<file path="config.mk">
export PLATFORM = sky130hd
export DESIGN_NAME = dcache_ctrl_fsm
export DESIGN_NICKNAME = d
export VERILOG_FILES = /design/src/rtl/dcache_ctrl_fsm.sv
export SDC_FILE = /design/constraint.sdc
export NUM_CORES = 1
export LEC_CHECK = 0
export ABC_AREA = 1
export CORE_MARGIN = 2
export CORE_UTILIZATION = 35
export DETAILED_ROUTE_END_ITERATION = 10
export MAX_ROUTING_LAYER = met4
export PLACE_DENSITY = 0.64
export SYNTH_ARGS = -nofsm -noshare
export SYNTH_HDL_FRONTEND = slang
export SYNTH_SLANG_ARGS = --single-unit
export TNS_END_PERCENT = 50
</file>
<file path="constraint.sdc">
create_clock -name CLK -period 1.71 [get_ports CLK]
set_input_delay 0.2565 -clock CLK [delete_from_list [all_inputs] [get_ports CLK]]
set_output_delay 0.2565 -clock CLK [all_outputs]
set_load 0.005 [all_outputs]
</file>
<file path="src/rtl/dcache_ctrl_fsm.sv">
// dcache_ctrl_fsm: data-cache control sequencer.
// Sequences miss fills, dirty write-backs, snoop write-backs and the end-of-program
// flush walk over BLKWORDS-word blocks, then halts. Supplies the word index and
// last-word/fill-done strobes so the datapath carries no word logic of its own.
// Ports:
//   CLK, nRST               clock (rising edge), asynchronous active-low reset
//   dirty, dhit             selected frame dirty+valid, current access hits
//   dwait                   memory busy; a word moves in a cycle with dwait=0
//   dmemREN, dmemWEN, flush datapath requests (sampled only in IDLE)
//   ccwait, ccwrite         coherence hold / snoop write-back demand
//   flctout                 current flush frame index from the datapath counter
//   dREN, dWEN              memory read/write strobes
//   word_idx, last_word     word of block in flight, final word of burst
//   invalid                 final word of a write burst; datapath clears dirty/valid
//   fill_done               final fill word accepted this cycle
//   flctup, flushing        advance flush counter, flush sequence active
//   idle, halt              FSM idle, flush complete (sticky)
module dcache_ctrl_fsm #(
  parameter int unsigned BLKWORDS   = 2,
  parameter int unsigned FLUSHLINES = 16,
  parameter int unsigned WIDX       = $clog2(BLKWORDS),
  parameter int unsigned CTW        = $clog2(FLUSHLINES + 1)
) (
  input  logic            CLK,
  input  logic            nRST,
  input  logic            dirty,
  input  logic            dhit,
  input  logic            dwait,
  input  logic            dmemREN,
  input  logic            dmemWEN,
  input  logic            flush,
  input  logic            ccwait,
  input  logic            ccwrite,
  input  logic [CTW-1:0]  flctout,
  output logic            dREN,
  output logic            dWEN,
  output logic [WIDX-1:0] word_idx,
  output logic            last_word,
  output logic            invalid,
  output logic            fill_done,
  output logic            flctup,
  output logic            flushing,
  output logic            idle,
  output logic            halt
);

  localparam logic [WIDX-1:0] LAST_IDX = WIDX'(BLKWORDS - 1);
  localparam logic [CTW-1:0]  FL_END   = CTW'(FLUSHLINES);

  typedef enum logic [3:0] {
    IDLE, WB, READ, SNOOP, WAIT, FLSTART, FLUSH, FLCT, HALT
  } state_t;

  state_t          state, state_n;
  logic [WIDX-1:0] wcnt, wcnt_n;
  logic            miss, xfer, at_last;
  logic            dren_n, dwen_n, last_n, invalid_n;
  logic            flctup_n, flushing_n, idle_n, halt_n;

  assign miss    = (dmemREN | dmemWEN) & ~dhit;
  assign xfer    = (dREN | dWEN) & ~dwait;
  assign at_last = (wcnt == LAST_IDX);

  // Next state, next word count, and next registered outputs
  always_comb begin
    state_n = state;
    unique case (state)
      IDLE: begin
        if (miss && !ccwait)       state_n = dirty ? WB : READ;
        else if (flush)            state_n = FLSTART;
        else if (ccwait && ccwrite) state_n = SNOOP;
      end
      WB:      if (xfer && at_last) state_n = READ;
      READ:    if (xfer && at_last) state_n = WAIT;
      SNOOP:   if (xfer && at_last) state_n = WAIT;
      WAIT:    if (!ccwait)         state_n = IDLE;
      FLSTART: begin
        if (flctout == FL_END) state_n = HALT;
        else if (dirty)        state_n = FLUSH;
        else                   state_n = FLCT;
      end
      FLUSH:   if (xfer && at_last) state_n = FLCT;
      FLCT:    state_n = FLSTART;
      HALT:    state_n = HALT;
      default: state_n = IDLE;
    endcase

    // Count wraps to 0 on the final word, so it is 0 between bursts
    wcnt_n = wcnt;
    if (state_n != state &&
        (state_n == WB || state_n == READ || state_n == SNOOP || state_n == FLUSH))
      wcnt_n = '0;
    else if (xfer)
      wcnt_n = wcnt + WIDX'(1);

    dren_n     = (state_n == READ);
    dwen_n     = (state_n == WB) || (state_n == SNOOP) || (state_n == FLUSH);
    last_n     = (dren_n || dwen_n) && (wcnt_n == LAST_IDX);
    invalid_n  = dwen_n && last_n;
    flctup_n   = (state_n == FLCT);
    flushing_n = (state_n == FLSTART) || (state_n == FLUSH) || (state_n == FLCT);
    idle_n     = (state_n == IDLE);
    halt_n     = (state_n == HALT);
  end

  // State, counter and output registers
  always_ff @(posedge CLK or negedge nRST) begin
    if (!nRST) begin
      state     <= IDLE;
      wcnt      <= '0;
      dREN      <= 1'b0;
      dWEN      <= 1'b0;
      last_word <= 1'b0;
      invalid   <= 1'b0;
      flctup    <= 1'b0;
      flushing  <= 1'b0;
      idle      <= 1'b1;
      halt      <= 1'b0;
    end else begin
      state     <= state_n;
      wcnt      <= wcnt_n;
      dREN      <= dren_n;
      dWEN      <= dwen_n;
      last_word <= last_n;
      invalid   <= invalid_n;
      flctup    <= flctup_n;
      flushing  <= flushing_n;
      idle      <= idle_n;
      halt      <= halt_n;
    end
  end

  assign word_idx = wcnt;

  // Final fill word is accepted in the same cycle memory drops dwait
  assign fill_done = dREN & last_word & ~dwait;

endmodule

</file>
==> flow_metrics.py, run 1 <==
metrics = {
    "logic_synthesis": {
        "synth-simple-area-share_pct": 47.7,
        "synth.net_count": 131,
        "post_synth_main_area_contributors": "dfrtp_1 (36%), nand2_1 (16%), nor2_1 (6.3%), nand3_1 (6.0%), inv_1 (5.4%)",
        "synth_seq_area_share_pct": 39.4,
        "synth.largest_area_cell": "dfrtp_1",
        "ys_seq_elements": 13,
        "syn_area_per_cell_um2": 7.20,
        "synthesis.area_um2": 828,
        "synth-compound-area-share_pct": 3.63,
        "postSynthCellCount": 115,
        "synth_top_family_by_area": "simple AND/OR/NAND/NOR gates",
        "post_synth_xor_area_fraction_pct": 0,
        "post_synth_mux_area_share_pct": 0,
        "synth_top_cell_area_share_pct": 36.3,
        "synthAdderAreaFrac_pct": 1.51,
        "netlist-cell-type-count": 20,
        "yosys_warnings": 0,
    },
    "floorplanning": {
        "initial_core_util_pct": 37.1,
        "std_cell_rows": 17,
        "floorplan.die_area_mm2": 0.00277,
        "i_o_pin_count": 25,
        "floorplan.die.width_um": 52.6,
        "die_height_um": 52.6,
        "core_area_mm2": 0.00223,
    },
    "placed_design": {
        "placement.io_buffers": 24,
        "dp_hpwl_mm": 1.59,
        "place.detailed.instances": 176,
        "dp_slack_ps": -324,
        "gp_congestion": 0.882,
    },
    "sta": {
        "max_slew.worst_pin.slew_ps": 578,
        "maxSlewViolCount": 0,
        "fin_worst_skew_ps": 3.04,
        "final_critical_path_setup_slack_ps": 7.77,
        "rsz0062_at_grt": "yes",
        "max-slew-margin-rel_pct": 61.4,
        "clock.fmax_mhz": 587,
        "setup_viol": 0,
        "final.min_clock_period_ps": 1700,
        "final_min_period_over_clock_period_pct": 99.5,
        "final-hold-violation-count": 0,
        "hold-worst-slack_ps": 349,
    },
    "finish": {
        "stdcell_count": 180,
        "fin_nets": 169,
        "number_of_diodes_added_for_antenna_fixing": 0,
        "postLayoutCoreUtil_pct": 54.7,
        "post_route_cells_drive_above_1_share_pct": 27.6,
        "area_growth_syn_to_layout_pct": 47.4,
    },
    "global_route": {
        "global_route.overflow_total": 0,
        "grt_pass1_wl_mm": 3.31,
        "grt.total_usage_pct": 16.7,
        "global_route.peak_usage_layer": "met2",
        "grt_antenna_before_repair": 0,
        "global_route.usage.met3_pct": 5.14,
        "grt_max_degree": 14,
        "grt_pass1_vias": 801,
        "global_routing_usage_on_met1_pct": 18.6,
        "grt_use_met2_pct": 29.2,
    },
    "setup_path": {
        "path_cells": "nor2_1, nor2_1, ha_2, nand3_1, nand2_1, nor2_2, nand3_2, nand2_1, nand2_1, nor2_1, nand4_2, nor2_2",
        "timing.critical_path.slowest_cell_delay_ps": 380,
        "critical_path_class": "flop to flop",
        "cp-end-kind": "flop",
        "worst_ep_arrival_time_ps": 1910,
        "critPathBufInv": 0,
        "crit_path_max_delay_family": "simple AND/OR/NAND/NOR gates",
        "launching_element_type_of_the_critical_path": "flop",
        "crit_path_top_delay_cell": "dfrtp_1",
        "cp.required_ps": 1920,
        "worst-path-max-fanout": 6,
    },
    "clocking": {
        "cts_max_path_buffers": 2,
        "htree_num_levels": 1,
        "clock_tree_from_tritoncts": "built",
        "cts_made_buffers": 3,
        "cts.reportedPaths.clkPinSlew_ps": 70,
        "clock_insertion_delay_worst_skew_ps": 270,
        "tritoncts_num_sinks": 13,
        "hold_buffers": 0,
        "cts_root_buf": "clkbuf_4",
    },
    "route": {
        "dr.first_iter.drc_count": 17,
        "drt-wirelength-per-cell_um": 10.4,
        "drt-total-wl_mm": 1.87,
        "ant_nets": 0,
        "vias_per_cell": 4.58,
        "drtPass1Iterations": 4,
        "remaining_drc_errors": 0,
        "dr_total_vias": 825,
    },
    "power": {
        "largest_voltage_drop_on_the_vdd_net_mv": 1.19,
        "pwr_density_cell_mw_per_mm2": 1800,
        "leakage_nw": 0.642,
    },
    "hold_path": {
        "hold_path_class": "input port to asynchronous set/reset pin",
    },
    "status": {
        "run_status": "complete, no violations",
    },
    "flow_run": {
        "max-cap-violations": 0,
    },
}
cell usage after synthesis, drive strengths merged:
| cell type | n |
|---|---|
| inv | 17 |
| nor2 | 20 |
| dfstp | 1 |
| dfrtp | 12 |
| a21boi | 1 |
| nand2 | 42 |
| a21oi | 2 |
| o21ai | 1 |
| ha | 1 |
| nor3 | 1 |
| o21a | 1 |
| nand3 | 13 |
| nand4 | 3 |
worst register-to-register path, stage by stage (launching register included):
cell and delay [ps]:
dfrtp_1 380, nor2_1 120, nor2_1 50, ha_2 190
nand3_1 80, nand2_1 60, nor2_2 90, nand3_2 150
nand2_1 100, nand2_1 50, nor2_1 140, nand4_2 140
nor2_2 90
through the flow:
stage / area, µm² / TNS (ps) / power [W]
floorplan: 828 / 0 / 0.00137
global placement: 1170 / -1460 / 0.00191
detailed placement: 1170 / -1740 / 0.00194
CTS: 1200 / -3.71 / 0.00215
global route: 1220 / -409 / 0.00241
finish: 1220 / 0 / 0.00219
cell usage in the layout, fill, tap and decap left out:
| cell | n |
|---|---|
| nand2_1 | 33 |
| clkdlybuf4s50_1 | 24 |
| nor2_1 | 13 |
| dfrtp_1 | 12 |
| inv_1 | 11 |
| nand3_1 | 9 |
| buf_4 | 9 |
| nand2_2 | 8 |
| inv_2 | 6 |
| nor2_4 | 4 |
| nand3_2 | 4 |
| nor2_2 | 3 |
| clkbuf_4 | 3 |
| nand4_1 | 2 |
| a21oi_1 | 2 |
| nand2_4 | 1 |
| nor3_1 | 1 |
| a21boi_2 | 1 |
| nand4_2 | 1 |
| o21ai_0 | 1 |
| o21a_1 | 1 |
| ha_2 | 1 |
| clkbuf_1 | 1 |
| dfstp_2 | 1 |
registers in the layout (all words and copies together) (netlist names):
register   flops
state          4
dWEN           1
flctup         1
idle           1
flushing       1
dREN           1
invalid        1
last_word      1
halt           1
word_idx       1
layout make-up:
class | instances | area [µm²]
inverters | 17 | 63.8
well taps | 28 | 35.0
flip-flops and latches | 13 | 327
clock buffers | 4 | 26.3
repair buffers | 33 | 308
multi-input cells | 85 | 462
fillers | 229 | 1010
report_power, final:
group,switching [W],internal [W]
combinational,0.000829,0.000679
sequential,0.0000859,0.000419
clock,0.0000911,0.0000905
metal layers:
| metal | wire, µm | share of wire [%] | up-vias |
|---|---|---|---|
| met3 | 106 | 5.7 | 0 |
| li1 | - | - | 438 |
| met5 | 0 | 0 | - |
| met4 | 0 | 0 | 0 |
| met1 | 807 | 43 | 366 |
| met2 | 954 | 51 | 21 |
path summary, 6_finish.rpt:
check                                         from           endpoint  slack (ps)  depth (start not counted)
worst min register to register  state[3]$_DFF_PN0_     halt$_DFF_PN0_         610                          2
worst max register to register      dREN$_DFF_PN0_  invalid$_DFF_PN0_           8                         12
worst min-delay path                          nRST  invalid$_DFF_PN0_         350                          1
worst max-delay path                dREN$_DFF_PN0_  invalid$_DFF_PN0_           8                         12
max in group asynchronous                     nRST     idle$_DFF_PN1_         980                          1
min in group CLK                state[3]$_DFF_PN0_     halt$_DFF_PN0_         610                          2
logic make-up (layout without fill, tap and decap cells):
family	count (synthesis)	after routing
buffers and inverters	17	54
AOI/OAI and AO/OA	5	5
and+or+nand+nor	79	79
DFF	13	13
adders and majority gates	1	1
repair_timing:
item / in CTS / in global routing
endpoints found under the hold margin: 0 / 0
resized for setup: 3 / 5
buffers inserted: 0 / 0
pin swaps: 0 / 1
endpoints found under the setup margin: 3 / 6
Note: power is estimated with default switching activity, not from simulation.
==> inputs of run 2 (changes only) <==
- CORE_MARGIN: 2 -> 3
==> flow_metrics.py, run 2 (synthesis results as in run 1) <==
metrics = {
    "floorplanning": {
        "i_o_pin_count": 25,
        "initial_core_util_pct": 39.4,
        "floorplan.die_area_mm2": 0.00299,
        "core_area_mm2": 0.00210,
        "std_cell_rows": 16,
        "floorplan.die.width_um": 54.6,
        "die_height_um": 54.6,
    },
    "setup_path": {
        "r2r-end": "invalid$_DFF_PN0_",
        "launching_element_type_of_the_critical_path": "flop",
        "timing.critical_path.slowest_cell_delay_ps": 390,
        "worst-path-max-fanout": 4,
        "cp-end-kind": "flop",
        "worst_ep_arrival_time_ps": 1880,
        "critical_path_class": "flop to flop",
        "worst-r2r-setup-slack_ps": 40,
        "reg2regPathDepth": 14,
        "cp.required_ps": 1920,
        "rr_startpoint": "dREN$_DFF_PN0_",
        "timing.critical_path.from": "dREN$_DFF_PN0_",
        "path_cells": "nor2_1, nor2_1, ha_2, inv_2, nand2_1, nand3_1, nand2_2, nor2_4, nand2_4, nand2_2, nand2_2, nor2_4, nand4_2, nor2_2",
        "crit_path_top_delay_cell": "dfrtp_1",
        "path_common_cell": "nand2_2",
    },
    "route": {
        "drt-total-wl_mm": 1.75,
        "dr_total_vias": 814,
        "drtPass1Iterations": 4,
        "dr.first_iter.drc_count": 6,
        "drt-wirelength-per-cell_um": 9.81,
        "ant_nets": 0,
        "vias_per_cell": 4.57,
        "remaining_drc_errors": 0,
    },
    "finish": {
        "fin_nets": 168,
        "layout_common_cells": "nand2_1 (33), clkdlybuf4s50_1 (24), nor2_1 (12), dfrtp_1 (12), inv_1 (11)",
        "area_growth_syn_to_layout_pct": 45.2,
        "post_route_cells_drive_above_1_share_pct": 27.2,
        "layout_commonest_cell": "nand2_1",
        "number_of_diodes_added_for_antenna_fixing": 0,
        "layout.filler_cells": 202,
        "register_with_the_most_flip_flops": "state",
        "largest_register_ffs": 4,
    },
    "sta": {
        "rsz0062_at_grt": "yes",
        "max_slew.worst_pin.slew_ps": 552,
        "clock.fmax_mhz": 600,
        "max-slew-margin-rel_pct": 63.1,
        "final.min_clock_period_ps": 1670,
        "final_min_period_over_clock_period_pct": 97.4,
        "maxSlewViolCount": 0,
        "final_critical_path_setup_slack_ps": 44.5,
        "final-hold-violation-count": 0,
        "setup_viol": 0,
        "fin_worst_skew_ps": 3.10,
    },
    "global_route": {
        "grt_max_degree": 14,
        "grt.total_usage_pct": 14.9,
        "grt_antenna_before_repair": 0,
        "global_route.overflow_total": 0,
        "grt_pass1_vias": 786,
        "grt_pass1_wl_mm": 3.16,
    },
    "clocking": {
        "htree_num_levels": 1,
        "cts_root_buf": "clkbuf_4",
        "cts.reportedPaths.clkPinSlew_ps": 70,
        "tritoncts_num_sinks": 13,
        "cts_made_buffers": 3,
        "clock_insertion_delay_worst_skew_ps": 270,
        "cts_max_path_buffers": 2,
        "clock_tree_from_tritoncts": "built",
    },
    "status": {
        "run_status": "complete, no violations",
    },
    "power": {
        "totalPowerFinal_w": 0.00208,
        "largest_voltage_drop_on_the_vdd_net_mv": 1.08,
        "pwr_density_cell_mw_per_mm2": 1730,
        "leakage_nw": 0.636,
    },
    "placed_design": {
        "dp_hpwl_mm": 1.52,
        "placement.io_buffers": 24,
        "gp_congestion": 0.836,
        "dp_slack_ps": -273,
    },
    "hold_path": {
        "hold_path_class": "input port to asynchronous set/reset pin",
    },
    "flow_run": {
        "max-cap-violations": 0,
    },
}
run 2: what timing repair did:
| item | CTS | global route |
|---|---|---|
| setup buffers | 1 | 0 |
| setup endpoints to repair | 3 | 6 |
| resized for setup | 2 | 4 |
| pin swaps | 0 | 1 |
| hold buffers | 0 | 0 |
run 2: per-stage QoR:
stage                     hold WS, ps  area [µm²]  instances  setup TNS (ps)  utilization (%)
after floorplan                 -39.1         828        115               0                -
after global placement            590        1150        173           -1390             54.9
after detailed placement          618        1150        173           -1400             54.9
after CTS                         353        1190        178               0             56.7
after global routing              372        1200        178            -331             57.2
final                             338        1200        178               0             57.2
run 2: per-layer routing:
metal	track usage (%)	part of all wire, %	vias to the layer above
met2	23.4	47	22
met1	18.8	46	358
met3	5.99	7.0	0
li1	-	-	434
met4	1.24	0	0
met5	-	0	-
run 2: worst max-delay path: cells and delay by family, from the launching register on:
| family | cells | cell delay, ps |
|---|---|---|
| adders and majority gates | 1 | 180 |
| buffers and inverters | 1 | 70 |
| DFF | 1 | 390 |
| and+or+nand+nor | 12 | 970 |
run 2: power by group:
group | leakage [nW] | switching (W) | internal, W
Sequential | 0.168 | 0.0000843 | 0.000418
Clock | 0.0177 | 0.0000931 | 0.0000867
Combinational | 0.450 | 0.000765 | 0.000637
run 2: worst max path at each step:
stage | to | slack, ps | cells past startpoint
after floorplan | invalid$_DFF_PN0_ | 120 | 14
after global placement | invalid$_DFF_PN0_ | -270 | 14
after detailed placement | invalid$_DFF_PN0_ | -270 | 14
after CTS | invalid$_DFF_PN0_ | 20 | 14
after global routing | word_idx$_DFF_PN0_ | -110 | 14
final | invalid$_DFF_PN0_ | 40 | 14
run 2: final cells by class:
cell class | instances | area [µm²] | area share [%]
multi-input cells | 85 | 450 | 37.5
flip-flops and latches | 13 | 327 | 27.2
repair buffers | 32 | 300 | 25.0
inverters | 17 | 63.8 | 5.31
well taps | 27 | 33.8 | 2.81
clock buffers | 3 | 22.5 | 1.87
clock inverters | 1 | 5.00 | 0.416
==> RTL change, RTL diff (config.mk and constraints of run 2) <==
The parameter `BLKWORDS` goes from 2 to 4.
--- a/src/rtl/dcache_ctrl_fsm.sv
+++ b/src/rtl/dcache_ctrl_fsm.sv
@@ -17,5 +17,5 @@
 //   idle, halt              FSM idle, flush complete (sticky)
 module dcache_ctrl_fsm #(
-  parameter int unsigned BLKWORDS   = 2,
+  parameter int unsigned BLKWORDS   = 4,
   parameter int unsigned FLUSHLINES = 16,
   parameter int unsigned WIDX       = $clog2(BLKWORDS),
Interface: changed (resized word_idx); port bits go from 25 to 26. No check against the original RTL was run, so the function may have changed too.
==> RTL change against run 2 <==
- the run now ends with negative setup slack left
- clock skew grew 3.0 ps
- cell area grew 39%
- wire length grew 70%
- fmax down 4.0%
- global-route usage increased by 2.3 points
- non-clock buffer count rose by 20
- cell count rose by 22%
- critical path depth shrank 2
- area after synthesis rose by 24%
- worst setup slack worse by 69 ps
- sequential cell count up 1
- critical endpoint unchanged
Power is left out: it rests on default switching activity, and per cell area and clock period it moved more than threefold.
==> RTL change: results (changes against run 2) <==
- Status: complete, but fails checks
- Failing checks: negative setup slack
- Area contributors post-synth: dfrtp_1 (32%), nand2_1 (14%), inv_1 (4.8%)
- Library cells used by synthesis: 27 (+35%)
- Global-route wire length before repair: 4.50 mm (+42%)
- Grt met1 use: 19.3% (+0.50 points)
- R2R depth: 12 (-2)
- Average cell area after synthesis: 7.81 um2 (+8.5%)
- Worst EP arrival: 1950 ps (+70 ps)
- Final Skew: 6.10 ps (+3.00 ps)
- Met1 Wirelength: 1.17 mm (+44%)
- Final setup vio count: 2 (+2)
- Post-route setup TNS: -26.6 ps (-26.6 ps)
- Met2 Routed Length: 1.60 mm (+97%)
- Syn Nets: 147 (+12%)
- Max transition margin: 59.2% (-3.9 points)
- Met3 GRT Util: 4.75% (-1.2 points)
- Placed cell area: 1420 um2 (+23%)
- PnR worst setup slack: -24.0 ps (-68.5 ps)
- Hold WS: 349 ps (+11.8 ps)
- Via density: 4.94 (+8.1%)
- Filler-free cell count of the finished design: 217 (+22%)
- GRT Overall Usage: 17.3% (+2.3 points)
- Final RePlAce weighted congestion: 0.812 (-2.9%)
- Met3 routed WL: 138 um (+13%)
- Most frequent cells after synthesis: nand2_1 (38), dfrtp_1 (13), inv_1 (13), nor2_1 (13), nand3_1 (9)
- DR top layer: met4
- Share of post-route cells with drive strength above 1: 49.2% (+22 points)
[RTL change: cell count changes in the layout (fill, tap and decap cells not counted), moves of 4 or more]
cell / change
nand3_1: -7
nand2_2: +8
nand2_1: -4
buf_4: +18
nor2_1: -5
[RTL change: critical path: cells and delay by family, from the launching register on]
family | cells | cell delay [ps]
and+or+nand+nor | 11 | 1060
DFF | 1 | 400
adders and majority gates | 1 | 210
[RTL change: final cells by class]
cell class	count	area, um2
repair buffers	52	459
multi-input cells	97	699
fillers	224	966
inverters	20	81.3
clock buffers	4	36.3
well taps	30	37.5
flip-flops and latches	14	355
[RTL change: cell families after synthesis]
kind of cell | synth area share, %
simple gates | 47.2
flops | 34.4
xor+xnor | 0.856
compound gates | 7.95
fa+ha+maj | 1.22
mux | 1.10
buf+inv | 7.33
[RTL change: timing repair]
item	CTS	global route
gates resized for setup	19	16
endpoints found under the setup margin	4	5
pin swaps	7	16
buffers inserted	7	6
gates cloned	0	0
